**src/rtl/salidas_pkg.sv**
```systemverilog
// Shared types and constants for the output-manager sequencer of MicroUAZ.
package salidas_pkg;

  typedef enum logic [2:0] {
    IDLE   = 3'd0,
    SETUP  = 3'd1,
    ACCESS = 3'd2,
    DONE   = 3'd3,
    ERR    = 3'd4
  } state_e;

  localparam logic [1:0] SEL_0 = 2'd0;
  localparam logic [1:0] SEL_1 = 2'd1;
  localparam logic [1:0] SEL_2 = 2'd2;
  localparam logic [1:0] SEL_3 = 2'd3;

  localparam logic RW_READ  = 1'b0;
  localparam logic RW_WRITE = 1'b1;

  // Wide enough for SETUP_CYC (1..7) and TIMEOUT up to 256.
  localparam int unsigned CNT_W = 8;

endpackage

```
**src/rtl/contador_de_espera.sv**
```systemverilog
// Loadable up-counter with clear, enable and a terminal-count flag.
module contador_de_espera #(
  parameter int unsigned W = 8
) (
  input  logic         clk,
  input  logic         rst,
  input  logic         i_clr,
  input  logic         i_load,
  input  logic [W-1:0] i_load_val,
  input  logic         i_en,
  input  logic [W-1:0] i_term,
  output logic         o_tc_c
);

  logic [W-1:0] cnt_q, cnt_d;

  // Clear beats load, load beats increment.
  always_comb begin
    cnt_d = cnt_q;
    if (i_clr) begin
      cnt_d = '0;
    end else if (i_load) begin
      cnt_d = i_load_val;
    end else if (i_en) begin
      cnt_d = cnt_q + W'(1);
    end
  end

  always_ff @(posedge clk) begin
    if (rst) begin
      cnt_q <= '0;
    end else begin
      cnt_q <= cnt_d;
    end
  end

  assign o_tc_c = (cnt_q == i_term);

endmodule

```
**src/rtl/controlador_de_salidas.sv**
```systemverilog
// Bus transaction sequencer: holds the output-manager selector, runs the
// valid/ready handshake with setup cycles and timeout, reports done/error.
module controlador_de_salidas
  import salidas_pkg::*;
#(
  parameter int unsigned DATA_W    = 8,
  parameter int unsigned SETUP_CYC = 1,
  parameter int unsigned TIMEOUT   = 15,
  parameter logic [1:0]  IDLE_SEL  = SEL_0
) (
  input  logic              clk,
  input  logic              rst,
  input  logic              i_start,
  input  logic [1:0]        i_sel,
  input  logic              i_rw,
  output logic [1:0]        o_sel_salidas,
  output logic              o_bus_valid,
  input  logic              i_bus_ready,
  input  logic [DATA_W-1:0] i_bus_rdata,
  output logic [DATA_W-1:0] o_rdata,
  output logic              o_busy,
  output logic              o_done,
  output logic              o_error
);

  localparam logic [CNT_W-1:0] SETUP_TERM = CNT_W'(SETUP_CYC - 1);
  localparam logic [CNT_W-1:0] WAIT_TERM  = (TIMEOUT == 0) ? '0 : CNT_W'(TIMEOUT - 1);

  state_e            state_q, state_d;
  logic [1:0]        sel_q, sel_d;
  logic              rw_q, rw_d;
  logic [DATA_W-1:0] rdata_q, rdata_d;
  logic [1:0]        sel_out_q, sel_out_d;
  logic              valid_q, valid_d;
  logic              busy_q, busy_d;
  logic              done_q, done_d;
  logic              error_q, error_d;

  logic cnt_clr, setup_en, wait_en, setup_tc, wait_tc;

  contador_de_espera #(.W(CNT_W)) u_setup_cnt (
    .clk        (clk),
    .rst        (rst),
    .i_clr      (cnt_clr),
    .i_load     (1'b0),
    .i_load_val ('0),
    .i_en       (setup_en),
    .i_term     (SETUP_TERM),
    .o_tc_c     (setup_tc)
  );

  contador_de_espera #(.W(CNT_W)) u_wait_cnt (
    .clk        (clk),
    .rst        (rst),
    .i_clr      (cnt_clr),
    .i_load     (1'b0),
    .i_load_val ('0),
    .i_en       (wait_en),
    .i_term     (WAIT_TERM),
    .o_tc_c     (wait_tc)
  );

  // Next state; outputs are decoded from the next state so they are registered.
  always_comb begin
    state_d  = state_q;
    sel_d    = sel_q;
    rw_d     = rw_q;
    rdata_d  = rdata_q;
    setup_en = 1'b0;
    wait_en  = 1'b0;
    cnt_clr  = (state_q == IDLE);

    unique case (state_q)
      IDLE: begin
        if (i_start) begin
          state_d = SETUP;
          sel_d   = i_sel;
          rw_d    = i_rw;
        end
      end
      SETUP: begin
        if (setup_tc) state_d = ACCESS;
        else          setup_en = 1'b1;
      end
      ACCESS: begin
        // Ready on the last allowed cycle still completes.
        if (i_bus_ready) begin
          state_d = DONE;
          if (rw_q == RW_READ) rdata_d = i_bus_rdata;
        end else if ((TIMEOUT != 0) && wait_tc) begin
          state_d = ERR;
        end else begin
          wait_en = 1'b1;
        end
      end
      DONE:    state_d = IDLE;
      ERR:     state_d = IDLE;
      default: state_d = IDLE;
    endcase

    sel_out_d = (state_d == IDLE) ? IDLE_SEL : sel_d;
    valid_d   = (state_d == ACCESS);
    busy_d    = (state_d != IDLE);
    done_d    = (state_d == DONE);
    error_d   = (state_d == ERR);
  end

  always_ff @(posedge clk) begin
    if (rst) begin
      state_q   <= IDLE;
      sel_q     <= IDLE_SEL;
      rw_q      <= RW_READ;
      rdata_q   <= '0;
      sel_out_q <= IDLE_SEL;
      valid_q   <= 1'b0;
      busy_q    <= 1'b0;
      done_q    <= 1'b0;
      error_q   <= 1'b0;
    end else begin
      state_q   <= state_d;
      sel_q     <= sel_d;
      rw_q      <= rw_d;
      rdata_q   <= rdata_d;
      sel_out_q <= sel_out_d;
      valid_q   <= valid_d;
      busy_q    <= busy_d;
      done_q    <= done_d;
      error_q   <= error_d;
    end
  end

  assign o_sel_salidas = sel_out_q;
  assign o_bus_valid   = valid_q;
  assign o_rdata       = rdata_q;
  assign o_busy        = busy_q;
  assign o_done        = done_q;
  assign o_error       = error_q;

endmodule

```
**config.mk**
```make
export PLATFORM = sky130hd
export DESIGN_NAME = controlador_de_salidas
export DESIGN_NICKNAME = d
export VERILOG_FILES = /design/src/rtl/salidas_pkg.sv /design/src/rtl/contador_de_espera.sv /design/src/rtl/controlador_de_salidas.sv
export SDC_FILE = /design/constraint.sdc
export NUM_CORES = 1
export LEC_CHECK = 0
export BUFFER_PORTS_ARGS = -buffer_cell sky130_fd_sc_hd__buf_4
export CAP_MARGIN = 0
export CELL_PAD_IN_SITES_DETAIL_PLACEMENT = 2
export CELL_PAD_IN_SITES_GLOBAL_PLACEMENT = 2
export CORE_ASPECT_RATIO = 1.5
export CORE_MARGIN = 5
export CORE_UTILIZATION = 32
export CTS_BUF_LIST = sky130_fd_sc_hd__clkbuf_4 sky130_fd_sc_hd__clkbuf_8
export CTS_CLUSTER_DIAMETER = 80
export DETAILED_ROUTE_END_ITERATION = 8
export GPL_TIMING_DRIVEN = 0
export PLACE_DENSITY = 0.79
export SYNTH_ARGS = -nofsm -noshare
export SYNTH_HDL_FRONTEND = slang
export SYNTH_SLANG_ARGS = --single-unit
export TNS_END_PERCENT = 100
```
**constraint.sdc**
```tcl
create_clock -name clk -period 1.5 [get_ports clk]
set_input_delay 0.075 -clock clk [delete_from_list [all_inputs] [get_ports clk]]
set_output_delay 0.075 -clock clk [all_outputs]
set_load 0.01 [all_outputs]
```
# Word-level counts from Yosys, hierarchy flattened
# Index checks and enable logic that the tools add are counted.
[word_totals] input_bits=15 word_cells=40 out_inout_bits=14 reg_bits=36
[op_classes] n_reduce_logical=8 muxes=12 n_eq_ne=6 n_bitwise=1 n_addsub=2
[op_table] cell="$add A8 B1 Y8 const B" count=2
[op_table] cell="$mux W3" count=4
[op_table] cell="$eq A3 B2 Y1 const B" count=3
[op_table] cell="$pmux W3 S3" count=1
[op_table] cell="$eq A8 B4 Y1 const B" count=1
[op_table] cell="$logic_not A8 Y1" count=1
[op_table] cell="$logic_not A3 Y1" count=2
[op_table] cell="$mux W1" count=5
[op_table] cell="$mux W2" count=2
[op_table] cell="$reduce_or A2 Y1" count=2
[op_table] cell="$eq A3 B1 Y1 const B" count=1
[op_table] cell="$eq A3 B3 Y1 const B" count=1
[op_table] cell="$reduce_and A3 Y1" count=1
[op_table] cell="$reduce_bool A3 Y1" count=1
[op_table] cell="$reduce_and A2 Y1" count=1
[op_table] cell="$not A1 Y1" count=1

# Depth between registers and ports, before layout
[depth] word_depth=6 mapped_depth=6

# Cells and area by module
# A second synthesis with hierarchy kept.
[unflattened] hier_cells=196 hier_area_um2=1819.2
[by_module_without_submodules] mod="contador_de_espera" area_each_um2=528.0 seq_area_each_um2=160.2 n_inst=2 cells_per_inst=59
[by_module_without_submodules] mod="controlador_de_salidas" area_each_um2=763.2 seq_area_each_um2=400.4 n_inst=1 cells_per_inst=78

# Worst setup path before layout
# No wires, ideal clock.
[synth_path] path_kind="flip-flop to flip-flop" startpoint="register state_q[2]" endpoint="register u_setup_cnt.cnt_q[0]" setup_slack_ns=-0.163 path_stages_with_launch=6 arrival_time_ns=1.542 setup_time_ns=0.121 path_cell_list="dfxtp_1 buf_6 or3b_1 clkbuf_1 a21oi_1 mux2_2"
[synth_via] elab_chain_len=2
[synth_lines] item="from (decl)" line="controlador_de_salidas.sv:29" rtl="state_e state_q, state_d;"
[synth_lines] item="from (signal assigned)" line="controlador_de_salidas.sv:120" rtl="state_q <= state_d;"
[synth_lines] item="$eq A3 B1 Y1 or $logic_not A3 Y1 (tied branches)" line="controlador_de_salidas.sv:73, controlador_de_salidas.sv:71"
[synth_lines] item="$mux W1 or $reduce_or A2 Y1 (tied branches)"
[synth_lines] item="to (signal assigned)" line="contador_de_espera.sv:33" rtl="cnt_q <= cnt_d;"
[synth_lines] item="to (decl)" line="contador_de_espera.sv:15" rtl="logic [W-1:0] cnt_q, cnt_d;"
# Parallel ways exist; a longest one is shown, timed or not.
# A chain may end at the register's enable or synchronous reset.

# Worst setup path in the final report
[layout_path] startpoint="register state_q[0]" endpoint="register u_wait_cnt.cnt_q[2]"
[layout_via] elab_chain_len=2
[layout_lines] item="$eq A3 B2 Y1 or $logic_not A3 Y1 (tied branches)" line="controlador_de_salidas.sv:73, controlador_de_salidas.sv:71"
[layout_lines] item="$mux W1 or $reduce_or A2 Y1 (tied branches)"
[layout_lines] item="to (signal assigned)" line="contador_de_espera.sv:33"
[layout_lines] item="to (decl)" line="contador_de_espera.sv:15"
# Parallel ways exist; a longest one is shown, timed or not.

==> metrics.txt <==
# TYPE chip_impl_metric gauge
chip_impl_metric{name="cts-hold-fix-buffers",unit=""} 0
chip_impl_metric{name="post-route-period-util",unit=""} 1.14
chip_impl_metric{name="grt_use_met2",unit=""} 0.395
chip_impl_metric{name="async_reset_ff_frac",unit=""} 0
chip_impl_metric{name="place.gp.congestion",unit=""} 0.682
chip_impl_metric{name="synth-seq-area-share",unit=""} 0.430
chip_impl_info{name="clockRootBuffer",value="sky130_fd_sc_hd__clkbuf_8"} 1
chip_impl_metric{name="core_area",unit="sq mm"} 0.00512
chip_impl_metric{name="timing.final.crit_period",unit="ns"} 1.71
chip_impl_metric{name="relSlewSlack",unit=""} 0.576
chip_impl_metric{name="num_io_pins",unit=""} 29
chip_impl_metric{name="critPathBufInv",unit=""} 2
chip_impl_metric{name="timing.setup.tns",unit="ns"} -2.36
chip_impl_metric{name="worst_path_largest_cell_delay",unit="ns"} 0.54
chip_impl_metric{name="placement.io_buffers",unit=""} 28
chip_impl_metric{name="leakagePower",unit="nW"} 0.939
chip_impl_metric{name="timing.final.setup_violations",unit=""} 21
chip_impl_metric{name="final_max_slew_viol_count",unit=""} 0
chip_impl_info{name="end_kind",value="flip-flop"} 1
chip_impl_info{name="critPathSlowestCell",value="sky130_fd_sc_hd__or4b_4"} 1
chip_impl_metric{name="die_w",unit="um"} 69.1
chip_impl_metric{name="synthToLayoutAreaGrowth",unit="%"} 54.8
chip_impl_metric{name="worst_ir_drop_vdd",unit="V"} 0.000679
chip_impl_info{name="synth_top_cells_by_area",value="sky130_fd_sc_hd__dfxtp_1 43%, sky130_fd_sc_hd__mux2i_1 9.6%, sky130_fd_sc_hd__nand2b_1 5.2%, sky130_fd_sc_hd__a21oi_1 3.9%, sky130_fd_sc_hd__o31ai_1 3.1%"} 1
chip_impl_info{name="synth.largest_area_cell",value="sky130_fd_sc_hd__dfxtp_1"} 1
chip_impl_info{name="critPathLaunchType",value="flip-flop"} 1
chip_impl_info{name="regToRegEndpoint",value="u_wait_cnt.cnt_q[2]"} 1
chip_impl_metric{name="worstPathMaxFanout",unit=""} 8
chip_impl_metric{name="timing.reg2reg.worst_path_depth",unit=""} 5
chip_impl_metric{name="first_pass_iters",unit=""} 5
chip_impl_metric{name="max_slew.worst_pin.slew",unit="ns"} 0.635
chip_impl_metric{name="globalRoute.totalOverflow",unit=""} 0
chip_impl_metric{name="detail_route.wl_per_cell",unit="um"} 22.9
chip_impl_metric{name="nets",unit=""} 254
chip_impl_info{name="yosysMostFrequentCell",value="sky130_fd_sc_hd__dfxtp_1"} 1
chip_impl_metric{name="grt_start_max_net_pins",unit=""} 12
chip_impl_info{name="cp_cell_sequence",value="buf_6 -> or4b_4 -> buf_12 -> a211oi_2 -> mux2i_1"} 1
chip_impl_metric{name="final_antenna_diode_count",unit=""} 0
chip_impl_info{name="status",value="finished, violations left"} 1
chip_impl_info{name="hp-class",value="in2reg"} 1
chip_impl_metric{name="drive_gt1_frac",unit=""} 0.445
chip_impl_metric{name="met1_layer_usage_reported_by_global_route",unit=""} 0.167
chip_impl_metric{name="clk_pin_slew",unit="ns"} 0.07
chip_impl_metric{name="initial_utilization",unit=""} 0.327
chip_impl_info{name="critical_path.endpoint",value="u_wait_cnt.cnt_q[2]"} 1
chip_impl_info{name="synthTopCellsByCount",value="36 x sky130_fd_sc_hd__dfxtp_1, 16 x sky130_fd_sc_hd__mux2i_1, 14 x sky130_fd_sc_hd__nand2b_1, 13 x sky130_fd_sc_hd__a21oi_1, 10 x sky130_fd_sc_hd__nand3_1"} 1
chip_impl_metric{name="critPathRequiredTime",unit="ns"} 1.71
chip_impl_info{name="worst_setup_path_startpoint",value="state_q[0]"} 1
chip_impl_metric{name="die_span_y",unit="um"} 98.6
chip_impl_metric{name="final_wirelength",unit="um"} 6950
chip_impl_info{name="yosys_most_used_dff",value="sky130_fd_sc_hd__dfxtp_1"} 1
chip_impl_metric{name="worst-endpoint-arrival",unit="ns"} 1.92
chip_impl_metric{name="cts_buffers",unit=""} 5
chip_impl_metric{name="antenna_found_initial",unit=""} 0
chip_impl_metric{name="clock_sinks",unit=""} 36
chip_impl_metric{name="finalHoldViolCount",unit=""} 0
chip_impl_metric{name="synthCells",unit=""} 181
chip_impl_metric{name="yosysTopAreaCellShare",unit=""} 0.430
chip_impl_metric{name="grt.total_usage",unit=""} 0.184
chip_impl_info{name="tritoncts_clock_tree",value="done"} 1
chip_impl_metric{name="wire_length_of_the_first_global_routing_pass",unit="um"} 9890
chip_impl_info{name="r2r-start",value="state_q[0]"} 1
chip_impl_metric{name="cts.htree.levels",unit=""} 2
chip_impl_metric{name="synthesis.nets",unit=""} 200
chip_impl_metric{name="max_cap_violations",unit=""} 0
chip_impl_info{name="failed_checks",value="setup timing"} 1
chip_impl_metric{name="final.setup.worst_slack",unit="ns"} -0.208
chip_impl_info{name="grt.busiest_layer",value="met2"} 1
chip_impl_metric{name="drt_iter0_drc",unit=""} 28
chip_impl_metric{name="first_global_vias",unit=""} 1927
chip_impl_metric{name="core.rowCount",unit=""} 32
chip_impl_metric{name="route.detailed.drc",unit=""} 0
chip_impl_metric{name="clockBufferDepth",unit=""} 2
chip_impl_metric{name="dieArea",unit="sq mm"} 0.00681
chip_impl_info{name="critical_path_class",value="reg2reg"} 1
chip_impl_metric{name="report.power.total",unit="mW"} 2.21
chip_impl_metric{name="fmax_achieved",unit="MHz"} 585
chip_impl_metric{name="worstSkewPairLatency",unit="ns"} 0.29
chip_impl_metric{name="synth.distinct_cells",unit=""} 36
chip_impl_metric{name="finalClockSkew",unit="ns"} 0.00530
chip_impl_metric{name="synth_edf_count",unit=""} 0
chip_impl_metric{name="hpwlAfterDp",unit="um"} 3940
chip_impl_metric{name="detailroute.via_count",unit=""} 1664
chip_impl_metric{name="syn-mean-instance-area",unit="sq um"} 9.26
chip_impl_metric{name="ff2ff_setup_slack",unit="ns"} -0.21
chip_impl_metric{name="yosys_warnings",unit=""} 0
chip_impl_metric{name="cp.depth",unit=""} 5
chip_impl_metric{name="post_drt_via_cell_ratio",unit=""} 5.47
chip_impl_metric{name="num-fill-cells",unit=""} 535
chip_impl_metric{name="global_route.usage.met3",unit=""} 0.0286
chip_impl_info{name="critical_path.top_delay_family",value="simple AND/OR/NAND/NOR gates"} 1
chip_impl_metric{name="detail-route-antenna-nets",unit=""} 0
chip_impl_metric{name="cell_area_synth",unit="sq mm"} 0.00168
chip_impl_metric{name="power.density",unit="mW/mm^2"} 852
chip_impl_metric{name="yosys_register_bits",unit=""} 36
chip_impl_info{name="rsz0062_at_grt",value="true"} 1
## worst reg2reg max path, delay by kind of cell (launching register included)
kind,cells,cell delay (ns)
buf+inv,2,0.31
simple gates,1,0.54
mux,1,0.25
compound gates,1,0.19
flops,1,0.34
## area by class of cell
class | instances | area [sq um] | share of cell area
Multi-Input combinational cell | 125 | 1120 | 0.432
Sequential cell | 36 | 734 | 0.283
Timing Repair Buffer | 50 | 425 | 0.164
Tap cell | 68 | 85.1 | 0.0328
Buffer | 8 | 82.6 | 0.0318
Clock buffer | 6 | 76.3 | 0.0294
Clock inverter | 2 | 35.0 | 0.0135
Inverter | 9 | 33.8 | 0.0130
## timing repair
action,4_1_cts,5_1_grt
pin swaps,10,11
hold endpoints to repair,0,0
buffers inserted,15,9
gates resized for setup,36,28
setup endpoints to repair,33,31
## placed cells by master, fill, tap and decap left out, types with 3 or more instances in the layout
master,instances
sky130_fd_sc_hd__buf_4,40
sky130_fd_sc_hd__or4_1,4
sky130_fd_sc_hd__ha_1,3
sky130_fd_sc_hd__clkbuf_1,3
sky130_fd_sc_hd__buf_6,7
sky130_fd_sc_hd__a21oi_1,7
sky130_fd_sc_hd__buf_12,4
sky130_fd_sc_hd__nor2_1,6
sky130_fd_sc_hd__nor3_1,3
sky130_fd_sc_hd__nand2b_1,14
sky130_fd_sc_hd__nor4b_4,3
sky130_fd_sc_hd__nand2_1,8
sky130_fd_sc_hd__nand3_1,10
sky130_fd_sc_hd__or3_1,4
sky130_fd_sc_hd__nor3_2,3
sky130_fd_sc_hd__clkbuf_8,6
sky130_fd_sc_hd__inv_1,8
sky130_fd_sc_hd__o31ai_1,4
sky130_fd_sc_hd__mux2i_1,14
sky130_fd_sc_hd__o31ai_2,3
sky130_fd_sc_hd__dfxtp_2,5
sky130_fd_sc_hd__a21oi_2,4
sky130_fd_sc_hd__dfxtp_1,29
## per-layer routing
metal,wire length (um),vias to the layer above
met5,0,-
met3,263,19
met4,198,0
li1,-,757
met1,2560,834
met2,3930,54
## worst min path at each step
| stage | from | endpoint | slack [ns] | cells past startpoint |
|---|---|---|---|---|
| final | i_sel[0] | o_sel_salidas[0] | 0.05 | 3 |
| after global routing | i_bus_rdata[6] | o_rdata[6] | 0.07 | 3 |
| after detailed placement | i_rw | rw_q | 0.34 | 3 |
| after CTS | i_bus_rdata[7] | o_rdata[7] | 0.04 | 3 |
| after global placement | i_rw | rw_q | 0.32 | 3 |
| after floorplan | i_bus_rdata[7] | o_rdata[7] | 0.22 | 2 |
## metrics by stage
stage / hold WS [ns] / area, sq um / setup WS [ns] / util / std cells
4_1_cts: 0.0375 / 2390 / -0.163 / 0.467 / 297
3_3_place_gp: 0.324 / 2050 / -0.233 / 0.399 / 277
5_1_grt: 0.0690 / 2590 / -0.245 / 0.506 / 304
6_report: 0.0519 / 2590 / -0.208 / 0.506 / 304
3_5_place_dp: 0.344 / 2050 / -0.337 / 0.399 / 277
2_1_floorplan: 0.217 / 1750 / -0.102 / - / 181
## power breakdown
part           switching, mW  total (mW)  leakage, nW  internal [mW]
sequential            0.0161       0.994        0.296          0.977
combinational          0.171       0.347        0.585          0.176
clock                  0.358       0.870       0.0586          0.512
total                  0.546        2.21        0.939           1.66
## logic make-up after synthesis
| kind of cell | share of synthesized area |
|---|---|
| multiplexers | 0.102 |
| adder cells (fa/ha/maj) | 0.0299 |
| buffers and inverters | 0.0530 |
| AND/OR/NAND/NOR | 0.260 |
| flip-flops | 0.430 |
| AO/OA/AOI/OAI | 0.125 |
## flip-flops by register name, summed over array words and instances (netlist names)
name	flops
o_rdata	8
u_wait_cnt.cnt_q	8
o_error	1
o_bus_valid	1
o_busy	1
o_done	1
u_setup_cnt.cnt_q	8
sel_q	2
o_sel_salidas	2
state_q	3
rw_q	1
No activity file was read; power rests on OpenSTA's default activity.
